## config.mk

```make
export PLATFORM = sky130hd
export DESIGN_NAME = hex_display_decoder_flat
export DESIGN_NICKNAME = d
export VERILOG_FILES = /design/src/rtl/hex_display_decoder_if.sv /design/src/rtl/hex_display_decoder.sv /design/src/flat_wrapper.sv
export SDC_FILE = /design/constraint.sdc
export NUM_CORES = 1
export LEC_CHECK = 0
export BUFFER_PORTS_ARGS = -buffer_cell sky130_fd_sc_hd__buf_2
export CAP_MARGIN = 5
export CORE_MARGIN = 4
export CORE_UTILIZATION = 30
export CTS_BUF_LIST = sky130_fd_sc_hd__clkbuf_2
export CTS_CLUSTER_DIAMETER = 150
export DETAILED_ROUTE_END_ITERATION = 10
export HOLD_SLACK_MARGIN = 0.12
export PLACE_DENSITY = 0.52
export SLEW_MARGIN = 20
export SYNTH_ARGS = -nofsm -noshare
export SYNTH_HDL_FRONTEND = slang
export SYNTH_SLANG_ARGS = --single-unit
```

## constraint.sdc

```tcl
create_clock -name clk -period 3.6 [get_ports clk]
set_input_delay 0.36 -clock clk [delete_from_list [all_inputs] [get_ports clk]]
set_output_delay 0.36 -clock clk [all_outputs]
set_load 0.005 [all_outputs]
```

## src/rtl/hex_display_decoder_if.sv

```systemverilog
// Bus bundle for hex_display_decoder.
//   hexleds   : 42-bit active-low seven-segment input, digit k on [7k+6:7k], seg a = bit 0
//   out_value : 24-bit decoded value, digit k on [4k+3:4k]
//   out_bad   : per-digit flag, 1 = segment pattern not recognised
//   out_valid : published frame available
//   out_ready : consumer accepts the frame when high together with out_valid
// master = environment (display source + consumer), slave = decoder.
interface hex_display_decoder_if;
  logic [41:0] hexleds;
  logic [23:0] out_value;
  logic [5:0]  out_bad;
  logic        out_valid;
  logic        out_ready;

  modport master (
    output hexleds,
    output out_ready,
    input  out_value,
    input  out_bad,
    input  out_valid
  );

  modport slave (
    input  hexleds,
    input  out_ready,
    output out_value,
    output out_bad,
    output out_valid
  );
endinterface

```

## src/rtl/hex_display_decoder.sv

```systemverilog
// Six-digit seven-segment display scraper. Snapshots the segment bus, decodes one digit per
// cycle, and publishes a frame over a valid/ready handshake once STABLE_FRAMES identical
// consecutive frames have been seen and the frame differs from the last one published.
// Ports:
//   clk     : clock, rising edge
//   reset_n : asynchronous active-low reset
//   bus     : hex_display_decoder_if.slave (hexleds in, out_value/out_bad/out_valid out,
//             out_ready in)
// Parameter STABLE_FRAMES (1..15): identical frames required before publishing.
// Build option: define HEX_DISPLAY_DECODER_BLANK_EN to accept the all-off pattern (7F) as a
// valid blank digit (nibble 0, bad = 0); otherwise it is flagged bad.
module hex_display_decoder #(
  parameter int unsigned STABLE_FRAMES = 4
) (
  input logic                  clk,
  input logic                  reset_n,
  hex_display_decoder_if.slave bus
);

  localparam logic [3:0] StableMax = 4'(STABLE_FRAMES);

  typedef enum logic [1:0] {StCapture, StDecode, StCompare, StOffer} state_e;

  state_e      state_q, state_d;
  logic [2:0]  idx_q, idx_d;
  logic [3:0]  count_q, count_d;
  logic        published_q, published_d;
  logic [41:0] snap_q, snap_d;
  logic [23:0] cur_value_q, cur_value_d;
  logic [5:0]  cur_bad_q, cur_bad_d;
  logic [23:0] prev_value_q, prev_value_d;
  logic [5:0]  prev_bad_q, prev_bad_d;
  logic [23:0] out_value_q, out_value_d;
  logic [5:0]  out_bad_q, out_bad_d;
  logic        out_valid_q, out_valid_d;

  logic [6:0]  seg_sel;
  logic [4:0]  dec;

  // Returns {bad, nibble}.
  function automatic logic [4:0] decode_seg(input logic [6:0] seg);
    logic [4:0] r;
    case (seg)
      7'h40:   r = 5'h00;
      7'h79:   r = 5'h01;
      7'h24:   r = 5'h02;
      7'h30:   r = 5'h03;
      7'h19:   r = 5'h04;
      7'h12:   r = 5'h05;
      7'h02:   r = 5'h06;
      7'h78:   r = 5'h07;
      7'h00:   r = 5'h08;
      7'h18:   r = 5'h09;
      7'h08:   r = 5'h0A;
      7'h03:   r = 5'h0B;
      7'h46:   r = 5'h0C;
      7'h21:   r = 5'h0D;
      7'h06:   r = 5'h0E;
      7'h0E:   r = 5'h0F;
`ifdef HEX_DISPLAY_DECODER_BLANK_EN
      7'h7F:   r = 5'h00;
`endif
      default: r = 5'h10;
    endcase
    return r;
  endfunction

  always_comb begin
    seg_sel = snap_q[6:0];
    for (int k = 0; k < 6; k++) begin
      if (idx_q == 3'(k)) seg_sel = snap_q[7*k +: 7];
    end
    dec = decode_seg(seg_sel);
  end

  always_comb begin
    state_d      = state_q;
    idx_d        = idx_q;
    count_d      = count_q;
    published_d  = published_q;
    snap_d       = snap_q;
    cur_value_d  = cur_value_q;
    cur_bad_d    = cur_bad_q;
    prev_value_d = prev_value_q;
    prev_bad_d   = prev_bad_q;
    out_value_d  = out_value_q;
    out_bad_d    = out_bad_q;
    out_valid_d  = out_valid_q;

    unique case (state_q)
      StCapture: begin
        snap_d  = bus.hexleds;
        idx_d   = 3'd0;
        state_d = StDecode;
      end
      StDecode: begin
        for (int k = 0; k < 6; k++) begin
          if (idx_q == 3'(k)) begin
            cur_value_d[4*k +: 4] = dec[3:0];
            cur_bad_d[k]          = dec[4];
          end
        end
        if (idx_q == 3'd5) begin
          idx_d   = 3'd0;
          state_d = StCompare;
        end else begin
          idx_d = idx_q + 3'd1;
        end
      end
      StCompare: begin
        if ({cur_value_q, cur_bad_q} == {prev_value_q, prev_bad_q}) begin
          if (count_q < StableMax) count_d = count_q + 4'd1;
        end else begin
          prev_value_d = cur_value_q;
          prev_bad_d   = cur_bad_q;
          count_d      = 4'd1;
        end
        // The output registers only change on entry to offer and always complete a handshake
        // before leaving it, so they double as the last-published frame.
        if (count_d == StableMax &&
            (!published_q || {cur_value_q, cur_bad_q} != {out_value_q, out_bad_q})) begin
          out_value_d = cur_value_q;
          out_bad_d   = cur_bad_q;
          out_valid_d = 1'b1;
          state_d     = StOffer;
        end else begin
          state_d = StCapture;
        end
      end
      StOffer: begin
        if (out_valid_q && bus.out_ready) begin
          published_d = 1'b1;
          out_valid_d = 1'b0;
          state_d     = StCapture;
        end
      end
      default: state_d = StCapture;
    endcase
  end

  always_ff @(posedge clk or negedge reset_n) begin
    if (!reset_n) begin
      state_q      <= StCapture;
      idx_q        <= 3'd0;
      count_q      <= 4'd0;
      published_q  <= 1'b0;
      snap_q       <= '0;
      cur_value_q  <= '0;
      cur_bad_q    <= '0;
      prev_value_q <= '0;
      prev_bad_q   <= '0;
      out_value_q  <= '0;
      out_bad_q    <= '0;
      out_valid_q  <= 1'b0;
    end else begin
      state_q      <= state_d;
      idx_q        <= idx_d;
      count_q      <= count_d;
      published_q  <= published_d;
      snap_q       <= snap_d;
      cur_value_q  <= cur_value_d;
      cur_bad_q    <= cur_bad_d;
      prev_value_q <= prev_value_d;
      prev_bad_q   <= prev_bad_d;
      out_value_q  <= out_value_d;
      out_bad_q    <= out_bad_d;
      out_valid_q  <= out_valid_d;
    end
  end

  assign bus.out_value = out_value_q;
  assign bus.out_bad   = out_bad_q;
  assign bus.out_valid = out_valid_q;

endmodule
```

## src/flat_wrapper.sv

```systemverilog
// flat-port wrapper written by rule: the top's interface ports become plain ports
module hex_display_decoder_flat 
#(
  parameter int unsigned STABLE_FRAMES = 4
)
  (clk, reset_n, bus_hexleds, bus_out_ready, bus_out_value, bus_out_bad, bus_out_valid);
  hex_display_decoder_if bus_i ();
  input logic clk;
  input logic reset_n;
  input wire logic [$bits(bus_i.hexleds)-1:0] bus_hexleds;
  input wire logic [$bits(bus_i.out_ready)-1:0] bus_out_ready;
  output wire logic [$bits(bus_i.out_value)-1:0] bus_out_value;
  output wire logic [$bits(bus_i.out_bad)-1:0] bus_out_bad;
  output wire logic [$bits(bus_i.out_valid)-1:0] bus_out_valid;
  assign bus_i.hexleds = bus_hexleds;
  assign bus_i.out_ready = bus_out_ready;
  assign bus_out_value = bus_i.out_value;
  assign bus_out_bad = bus_i.out_bad;
  assign bus_out_valid = bus_i.out_valid;
  hex_display_decoder #(.STABLE_FRAMES(STABLE_FRAMES)) u_core (.clk(clk), .reset_n(reset_n), .bus(bus_i));
endmodule
```

* Word level (Yosys, flattened, before mapping)
Cells that the tools add are included.
Word-level totals: register bits 143, output and inout port bits 31, logic and storage cells 93
Cells by class: add/sub/neg operators 2, $lt $le $gt $ge 1, equality and inequality tests 29, muxes and demuxes 18, bitwise logic cells 1, reduce and logical (&&, ||, !) cells 20
Operators with widths (count):
- case mux 5 bit (16 select lines) | 1
- two-way mux 7 bit | 5
- equality test 30 bit | 1
- != test 30 bit | 1
- equality test 7 bit, second input constant | 4
- equality test 7 x 5 -> 1 bit, second input constant | 3
- equality test 7 x 6 -> 1 bit, second input constant | 3
- AND reduction 2 bit | 10
- equality test 7 x 2 -> 1 bit, second input constant | 2
- equality test 7 x 4 -> 1 bit, second input constant | 2
- two-way mux 4 bit | 3
- case mux 2 bit (4 select lines) | 1
- equality test 7 x 3 -> 1 bit, second input constant | 1
- logical NOT 7 bit | 1
- equality test 3 x 2 -> 1 bit, second input constant | 2
- equality test 3 bit, second input constant | 2
- two-way mux 2 bit | 3
- != test 2 x 1 -> 1 bit, second input constant | 3
- case mux 3 bit (2 select lines) | 1
- adder 4 x 1 -> 4 bit, second input constant | 1
- equality test 2 bit, second input constant | 2
- equality test 4 x 3 -> 1 bit, second input constant | 1
- < comparator 4 x 3 -> 1 bit, second input constant | 1
- nonzero test 2 bit | 2
- 13 further kinds | 15

* Logic depth before layout (Yosys ltp)
Gate-level depths: netlist of the first run.
word-level depth 8, gate-level depth with buffers 14

* Worst setup path before layout of the first run
No wires, ideal clock.
kind register -> register, start point register u_core.idx_q[0], end point register u_core.cur_value_q[10], library setup time 0.125 ns, arrival time 2.747 ns, data required time 3.475 ns, slack 0.728 ns, cell stages (with the launch flop) 13, buffers on the path 3, cells stage by stage dfrtp_1 buf_2 buf_2 and2_1 ha_1 clkbuf_1 a21o_1 a31oi_1 a21oi_1 nor3_1 o21a_4 or3b_4 mux2_2
On the way: cells in the longest elaborated chain, start to end 8
RTL lines:
- from (decl) | RTL line hex_display_decoder.sv:25 | logic [2:0] idx_q, idx_d;
- from (signal assigned) | RTL line hex_display_decoder.sv:157 | idx_q <= idx_d;
- equality test 3 x 1 -> 1 bit | RTL line hex_display_decoder.sv:71 | if (idx_q == 3'(k)) seg_sel = snap_q[7*k +: 7];
- two-way mux 7 bit (5 in series) | RTL line hex_display_decoder.sv:71
- equality test 7 x 4 -> 1 bit, or another cell as far along | RTL line hex_display_decoder.sv:43 | case (seg)
- case mux 5 bit (16 select lines) | RTL line hex_display_decoder.sv:43
- to (signal assigned) | RTL line hex_display_decoder.sv:161 | cur_value_q <= cur_value_d;
- to (decl) | RTL line hex_display_decoder.sv:29 | logic [23:0] cur_value_q, cur_value_d;
Several ways; a longest one is shown, not always the timed one. A chain may end at the register's enable or synchronous reset.

* Worst setup path in the final report of the first run
start point register u_core.idx_q[0], end point register u_core.cur_bad_q[2]
On the way: cells in the longest elaborated chain, start to end 8
RTL lines:
- equality test 3 x 1 -> 1 bit | RTL line hex_display_decoder.sv:71
- two-way mux 7 bit (5 in series) | RTL line hex_display_decoder.sv:71
- equality test 7 x 4 -> 1 bit, or another cell as far along | RTL line hex_display_decoder.sv:43
- case mux 5 bit (16 select lines) | RTL line hex_display_decoder.sv:43
- to (signal assigned) | RTL line hex_display_decoder.sv:162 | cur_bad_q <= cur_bad_d;
- to (decl) | RTL line hex_display_decoder.sv:30 | logic [5:0] cur_bad_q, cur_bad_d;
Several ways; a longest one is shown, not always the timed one.

==> results of run 1 <==
==> worst max-delay path by stage <==
stage | start | endpoint | cells after the start
after floorplan | u_core.idx_q[0]$_DFFE_PN0P_ | u_core.cur_value_q[10]$_DFFE_PN0P_ | 12
after global placement | u_core.idx_q[1]$_DFFE_PN0P_ | u_core.cur_bad_q[0]$_DFFE_PN0P_ | 10
after detailed placement | u_core.idx_q[1]$_DFFE_PN0P_ | u_core.cur_bad_q[5]$_DFFE_PN0P_ | 10
after CTS | u_core.idx_q[1]$_DFFE_PN0P_ | u_core.cur_bad_q[2]$_DFFE_PN0P_ | 10
after global routing | u_core.idx_q[0]$_DFFE_PN0P_ | u_core.cur_bad_q[2]$_DFFE_PN0P_ | 9
final | u_core.idx_q[0]$_DFFE_PN0P_ | u_core.cur_bad_q[2]$_DFFE_PN0P_ | 9
==> power groups by stage <==
stage,Combinational (uW),Clock (uW),Sequential [uW]
floorplan,2650,0,2500
global placement,3110,0,2780
detailed placement,3190,0,2790
CTS,3240,941,2760
global route,3570,999,2850
finish,3250,907,2760
==> cells by family (layout without fill, tap and decap cells) <==
logic type / Yosys count / count (layout)
muxes: 131 / 131
DFF: 143 / 143
other: 0 / 1
adders and majority gates: 2 / 2
and+or+nand+nor: 120 / 120
xor gates and xnor gates: 61 / 61
AOI/OAI and AO/OA: 79 / 79
buffers and inverters: 28 / 162
==> cell type report <==
type                    instances  area (sq um)
diodes                          1          2.50
clock buffers                  19          95.1
clock inverters                12           118
fillers                      2310         14900
inverters                       3          11.3
multi-input cells             393          3420
flip-flops and latches        143          3580
well taps                     319           399
repair buffers                128           915
==> layout by cell type, fill, tap and decap left out, types with 3 or more instances in the layout <==
master | netlist | layout
xnor2_1 | 30 | 30
nand3_1 | 11 | 11
nand2_1 | 18 | 18
nand3b_1 | 3 | 3
o221ai_1 | 6 | 6
a32o_1 | 7 | 7
a21boi_0 | 7 | 7
clkbuf_2 | 0 | 19
nand2b_1 | 14 | 14
buf_4 | 1 | 7
a21o_1 | 8 | 8
nor3_1 | 4 | 4
o22ai_1 | 3 | 3
dlygate4sd3_1 | 0 | 44
or3b_1 | 7 | 7
mux2_2 | 130 | 130
buf_2 | 5 | 74
xor2_1 | 31 | 31
a21oi_1 | 9 | 9
dfrtp_1 | 143 | 142
nor2_1 | 18 | 16
nor2b_1 | 6 | 5
or4b_1 | 6 | 6
nand4_1 | 13 | 13
o21ai_0 | 12 | 12
a31oi_1 | 5 | 5
clkinv_1 | 0 | 4
nor4_1 | 10 | 10
==> sequential cells by signal, summed over array words and instances, names as in the netlist <==
signal and flops:
u_core.published_q 1, u_core.count_q 4, u_core.cur_value_q 24, u_core.bus.out_bad 6, u_core.prev_bad_q 6, u_core.idx_q 3, u_core.snap_q 42, u_core.state_q 2
u_core.bus.out_valid 1, u_core.prev_value_q 24, u_core.bus.out_value 24, u_core.cur_bad_q 6
==> stage by stage <==
step                hold slack, ns  setup WS [ns]  power, uW  util [%]
floorplan                   0.0644          0.728       5160         -
global placement             0.487          0.303       5890      33.6
detailed placement           0.495          0.227       5990      33.6
CTS                          0.219          0.189       6940      36.4
global route                 0.254         0.0134       7420      36.5
finish                       0.226          0.200       6920      36.5
==> per-layer routing <==
layer / GRT usage [%] / up-vias
met1: 18.4 / 2537
met3: 2.99 / 33
li1: - / 2306
met4: 5.61 / 0
met5: 0 / -
met2: 23.3 / 117
==> Yosys cell counts (3+ instances only) <==
cell type,n
a21boi_0,7
a21o_1,8
a21oi_1,9
a31oi_1,5
a32o_1,7
buf_2,5
buf_6,4
clkbuf_1,15
dfrtp_1,143
mux2_2,130
nand2_1,18
nand2b_1,14
nand3_1,11
nand3b_1,3
nand4_1,13
nor2_1,18
nor2b_1,6
nor3_1,4
nor4_1,10
o21ai_0,12
o221ai_1,6
o22ai_1,3
or3b_1,7
or4b_1,6
xnor2_1,30
xor2_1,31
==> timing repair <==
item,in CTS,in global routing
setup buffers,0,0
hold endpoints to repair,134,0
endpoints found under the setup margin,0,18
resized for setup,0,3
hold buffers,44,0
==> flow_summary_export.csv, run 1 <==
group,metric,value,unit
route,drtIter0Drc,233,
critical_path,critical_path.max_fanout,28,
clock_tree,numCtsBuffers,17,
power_and_ir_drop,p_leak,0.00396,uW
yosys,ys_seq_elements,143,
timing,fin_skew,0.0368,ns
critical_path,end_kind,"flip-flop",
yosys,syn_area,0.00713,sq mm
critical_path,reg2reg_to,"u_core.cur_bad_q[2]$_DFFE_PN0P_",
yosys,synth_ff_type,"dfrtp_1",
power_and_ir_drop,switching_share,41.8,%
route,vias,4993,
yosys,synth_top_area_share,50.2,%
critical_path,critPathMaxStageDelay,0.66,ns
power_and_ir_drop,pwr-share-seq,39.9,%
critical_path,r2r.worst_path.cells,9,
yosys,synthAdderAreaFrac,0.351,%
clock_tree,cts-root-buf,"clkbuf_2",
place,port_buffers,75,
global_routing,grt_usage,14.2,%
yosys,synthMuxAreaShare,20.8,%
yosys,ys_async_sr_fraction,100,%
route,drt_first_pass_iters,4,
global_routing,grt_pass1_vias,5337,
place,placed_area,0.00786,sq mm
critical_path,r2r_slack,0.20,ns
job,cap_violations,0,
status,outcome,"complete, no violations",
global_routing,antenna_found_initial,1,
min_path,hp-class,"in2async",
route,wl_met2,8770,microns
yosys,yosys.area_share.simple,10.3,%
critical_path,crit_slowest_cell,"dfrtp_1",
final_layout,final_cells,1018,
route,via_per_inst,4.90,
critical_path,crit_chain,"buf_12 > nor2b_1 > a31oi_1 > a21o_4 > a21oi_2 > nor3_2 > a211o_4 > nor4_4 > mux2_2",
timing,rsz0062_at_grt,"false",
global_routing,overflow,0,
place,dp_hpwl,12600,microns
yosys,synth_nets,611,
timing,slew_headroom,41.6,%
die,chipHeight,162,microns
die,die_w,162,microns
power_and_ir_drop,clock_power_share,13.1,%
final_layout,area_growth,19.8,%
timing,setup_viol_count_final,0,
critical_path,path_class,"reg2reg",
route,totalWireLength,17800,microns
die,dieArea,0.0263,sq mm
yosys,yosysWarningCount,0,
clock_tree,path_clk_slew,0.21,ns
final_layout,postLayoutCellArea,0.00854,sq mm
yosys,netlist_top_cells_area,"dfrtp_1, mux2_2, xor2_1",
yosys,synth_top_family_by_area,"multiplexers",
place,gp_congestion,0.797,
critical_path,crit_required,4.27,ns
route,wire_per_inst,17.4,microns
die,io_pins,76,
power_and_ir_drop,p_sw,2890,uW
timing,tns,0,ns
route,drcViolationCount,0,
power_and_ir_drop,power.density,811,mW/mm^2
yosys,synth_cell_types,59,
yosys,synth_edf_count,0,
die,num_rows,56,
critical_path,cp-start-kind,"flip-flop",
route,ant_nets,0,
place,dp.cells,941,
clock_tree,htree_num_levels,4,
clock_tree,clock_sinks,143,
timing,hold_viol_final,0,
yosys,synth.avg_cell_area,12.6,sq um
final_layout,fin_nets,733,
critical_path,path_buf_inv,1,
route,drt-met1-wl,7850,microns
yosys,synth_compound_area_share,8.85,%
yosys,yosys.area.top_type,"dfrtp_1",
route,top_layer,"met4",
clock_tree,clk_latency,0.74,ns
final_layout,drive_gt1_share,38.1,%
timing,slew_violations,0,
power_and_ir_drop,peakVddDrop,347,uV
global_routing,grt_max_degree,91,
timing,timing.fmax,294,MHz
global_routing,grt_pass1_wl,29400,microns
power_and_ir_drop,combPwrFrac,47.0,%
yosys,netlist_instances,564,
critical_path,crit_family,"compound AO/OA/AOI/OAI gates",
die,core,0.0234,sq mm
critical_path,timing.rr.start,"u_core.idx_q[0]$_DFFE_PN0P_",
clock_tree,cts_tree,"yes",
power_and_ir_drop,p_int,4030,uW
clock_tree,ctsLongestPathBuffers,2,
timing,max_slew.worst_pin.slew,0.876,ns
timing,finalCritPeriodShare,94.4,%
timing,fin_crit,3.40,ns
critical_path,cp.arrival,4.07,ns
route,met3WireLength,643,microns
yosys,seq_area_frac_synth,50.2,%
yosys,synthXorXnorAreaFrac,7.50,%
die,start_util,30.5,%
(Power assumes the default switching activity.)
==> run 2: changes to the inputs <==
==> constraint.sdc (replaced) <==
create_clock -name clk -period 3.82 [get_ports clk]
set_input_delay 0.382 -clock clk [delete_from_list [all_inputs] [get_ports clk]]
set_output_delay 0.382 -clock clk [all_outputs]
set_load 0.005 [all_outputs]
==> flow_summary_export.csv, run 2 (synthesized netlist as in run 1, its figures left out) <==
group,metric,value,unit
status,outcome,"complete, no violations",
critical_path,crit_chain,"and2_1 > ha_1 > nand2b_1 > o221ai_1 > a21oi_1 > nor2_1 > o22ai_1 > a211o_4 > nor4_4 > mux2_2",
route,drtIter0Drc,233,
clock_tree,cts-root-buf,"clkbuf_2",
final_layout,final_common_cell,"dfrtp_1",
global_routing,grt_usage,14.1,%
power_and_ir_drop,power.density,765,mW/mm^2
route,drcViolationCount,0,
final_layout,largest_register,"u_core.snap_q",
critical_path,crit_family,"compound AO/OA/AOI/OAI gates",
timing,finalCritPeriodShare,89.1,%
route,vias,4897,
global_routing,met3_usage,3.45,%
timing,tns,0,ns
clock_tree,clock_sinks,143,
global_routing,overflow,0,
final_layout,multi_input_area,0.00341,sq mm
global_routing,grt_pass1_wl,29000,microns
job,cap_violations,0,
critical_path,critical_path.max_fanout,19,
place,port_buffers,75,
die,die_w,162,microns
global_routing,antenna_found_initial,1,
timing,fin_hold_ws,0.291,ns
timing,rsz0062_at_grt,"false",
die,start_util,30.5,%
final_layout,seq_area,0.00358,sq mm
final_layout,drive_gt1_share,38.5,%
clock_tree,cts.hold.buffers_added,44,
die,io_pins,76,
timing,fin_crit,3.40,ns
global_routing,grtUsageMet2,23.4,%
critical_path,end_kind,"flip-flop",
critical_path,path_buf_inv,0,
clock_tree,numCtsBuffers,17,
power_and_ir_drop,p_leak,0.00398,uW
timing,timing.fmax,294,MHz
die,chipHeight,162,microns
global_routing,grt_pass1_vias,5257,
die,dieArea,0.0263,sq mm
place,placed_area,0.00786,sq mm
route,drt_first_pass_iters,4,
critical_path,cp-start-kind,"flip-flop",
critical_path,path_class,"reg2reg",
route,ant_nets,0,
critical_path,crit_required,4.48,ns
final_layout,area_growth,20.1,%
die,core,0.0234,sq mm
clock_tree,cts_tree,"yes",
min_path,hp-class,"in2async",
final_layout,postLayoutCellArea,0.00856,sq mm
final_layout,fin_nets,735,
final_layout,largest_register_ffs,42,
place,dp_hpwl,12900,microns
final_layout,fill_cells,2308,
clock_tree,post_cts_resized,0,
global_routing,top_usage_layer,"met2",
global_routing,grt_max_degree,107,
route,totalWireLength,17800,microns
timing,slew_violations,0,
timing,setup_viol_count_final,0,
route,wire_per_inst,17.4,microns
timing,fin_skew,0.0340,ns
place,place_ws,0.530,ns
clock_tree,path_clk_slew,0.23,ns
timing,hold_viol_final,0,
place,gp_congestion,0.872,
power_and_ir_drop,peakVddDrop,250,uV
global_routing,use_met1,18.2,%
clock_tree,htree_num_levels,4,
critical_path,critPathMaxStageDelay,0.74,ns
clock_tree,ctsLongestPathBuffers,2,
timing,slew_headroom,35.3,%
critical_path,crit_slowest_cell,"dfrtp_1",
clock_tree,clk_latency,0.72,ns
final_layout,final_cell_mix,"dfrtp_1, mux2_2, buf_2",
timing,max_slew.worst_pin.slew,0.970,ns
clock_tree,post_cts_buffers,0,
die,num_rows,56,
route,via_per_inst,4.80,
critical_path,cp.arrival,4.07,ns
timing,setup_slack,0.417,ns
-- run 2: area by class of cell --
type                            count  area share [%]
Clock inverter                     13            1.64
Clock buffer                       19            1.11
Tap cell                          319            4.66
Sequential cell                   143            41.8
Timing Repair Buffer              130            10.7
Inverter                            3           0.132
Multi-Input combinational cell    393            39.9
Antenna cell                        1          0.0292
-- run 2: final timing paths --
check	start	end	slack [ns]	cells after the start
setup / recovery	u_core.idx_q[1]$_DFFE_PN0P_	u_core.cur_bad_q[0]$_DFFE_PN0P_	0.42	10
hold / removal	reset_n	u_core.bus.out_value[14]$_DFFE_PN0P_	0.29	2
setup reg to reg	u_core.idx_q[1]$_DFFE_PN0P_	u_core.cur_bad_q[0]$_DFFE_PN0P_	0.42	10
hold reg to reg	u_core.snap_q[14]$_DFFE_PN0P_	u_core.snap_q[14]$_DFFE_PN0P_	0.53	1
max in group asynchronous	reset_n	u_core.snap_q[21]$_DFFE_PN0P_	2.60	3
min in group clk	bus_hexleds[0]	u_core.snap_q[0]$_DFFE_PN0P_	0.42	3
-- run 2: report_power, final --
| group | internal [uW] | switching (uW) | total, uW |
|---|---|---|---|
| combinational | 1480 | 1580 | 3070 |
| clock | 308 | 580 | 888 |
| sequential | 2020 | 575 | 2590 |
-- run 2: metal layers --
metal / vias up / routed length, microns
li1: 2308 / -
met1: 2480 / 8080
met2: 90 / 8790
met3: 19 / 617
met4: 0 / 292
met5: - / 0
-- run 2: worst reg2reg max path, delay by kind of cell (launching register included) --
| family | cells | cell delay (ns) |
|---|---|---|
| adders and majority gates | 1 | 0.53 |
| AOI/OAI and AO/OA | 4 | 1.11 |
| and+or+nand+nor | 4 | 0.75 |
| DFF | 1 | 0.74 |
| muxes | 1 | 0.23 |
-- run 2: metrics by stage --
| stage | power, uW | utilization (%) | instances |
|---|---|---|---|
| 5_1_grt | 7010 | 36.6 | 1021 |
| 4_1_cts | 6570 | 36.5 | 1019 |
| 3_3_place_gp | 5550 | 33.6 | 943 |
| 3_5_place_dp | 5630 | 33.6 | 943 |
| 2_1_floorplan | 4860 | - | 564 |
| 6_report | 6540 | 36.6 | 1021 |
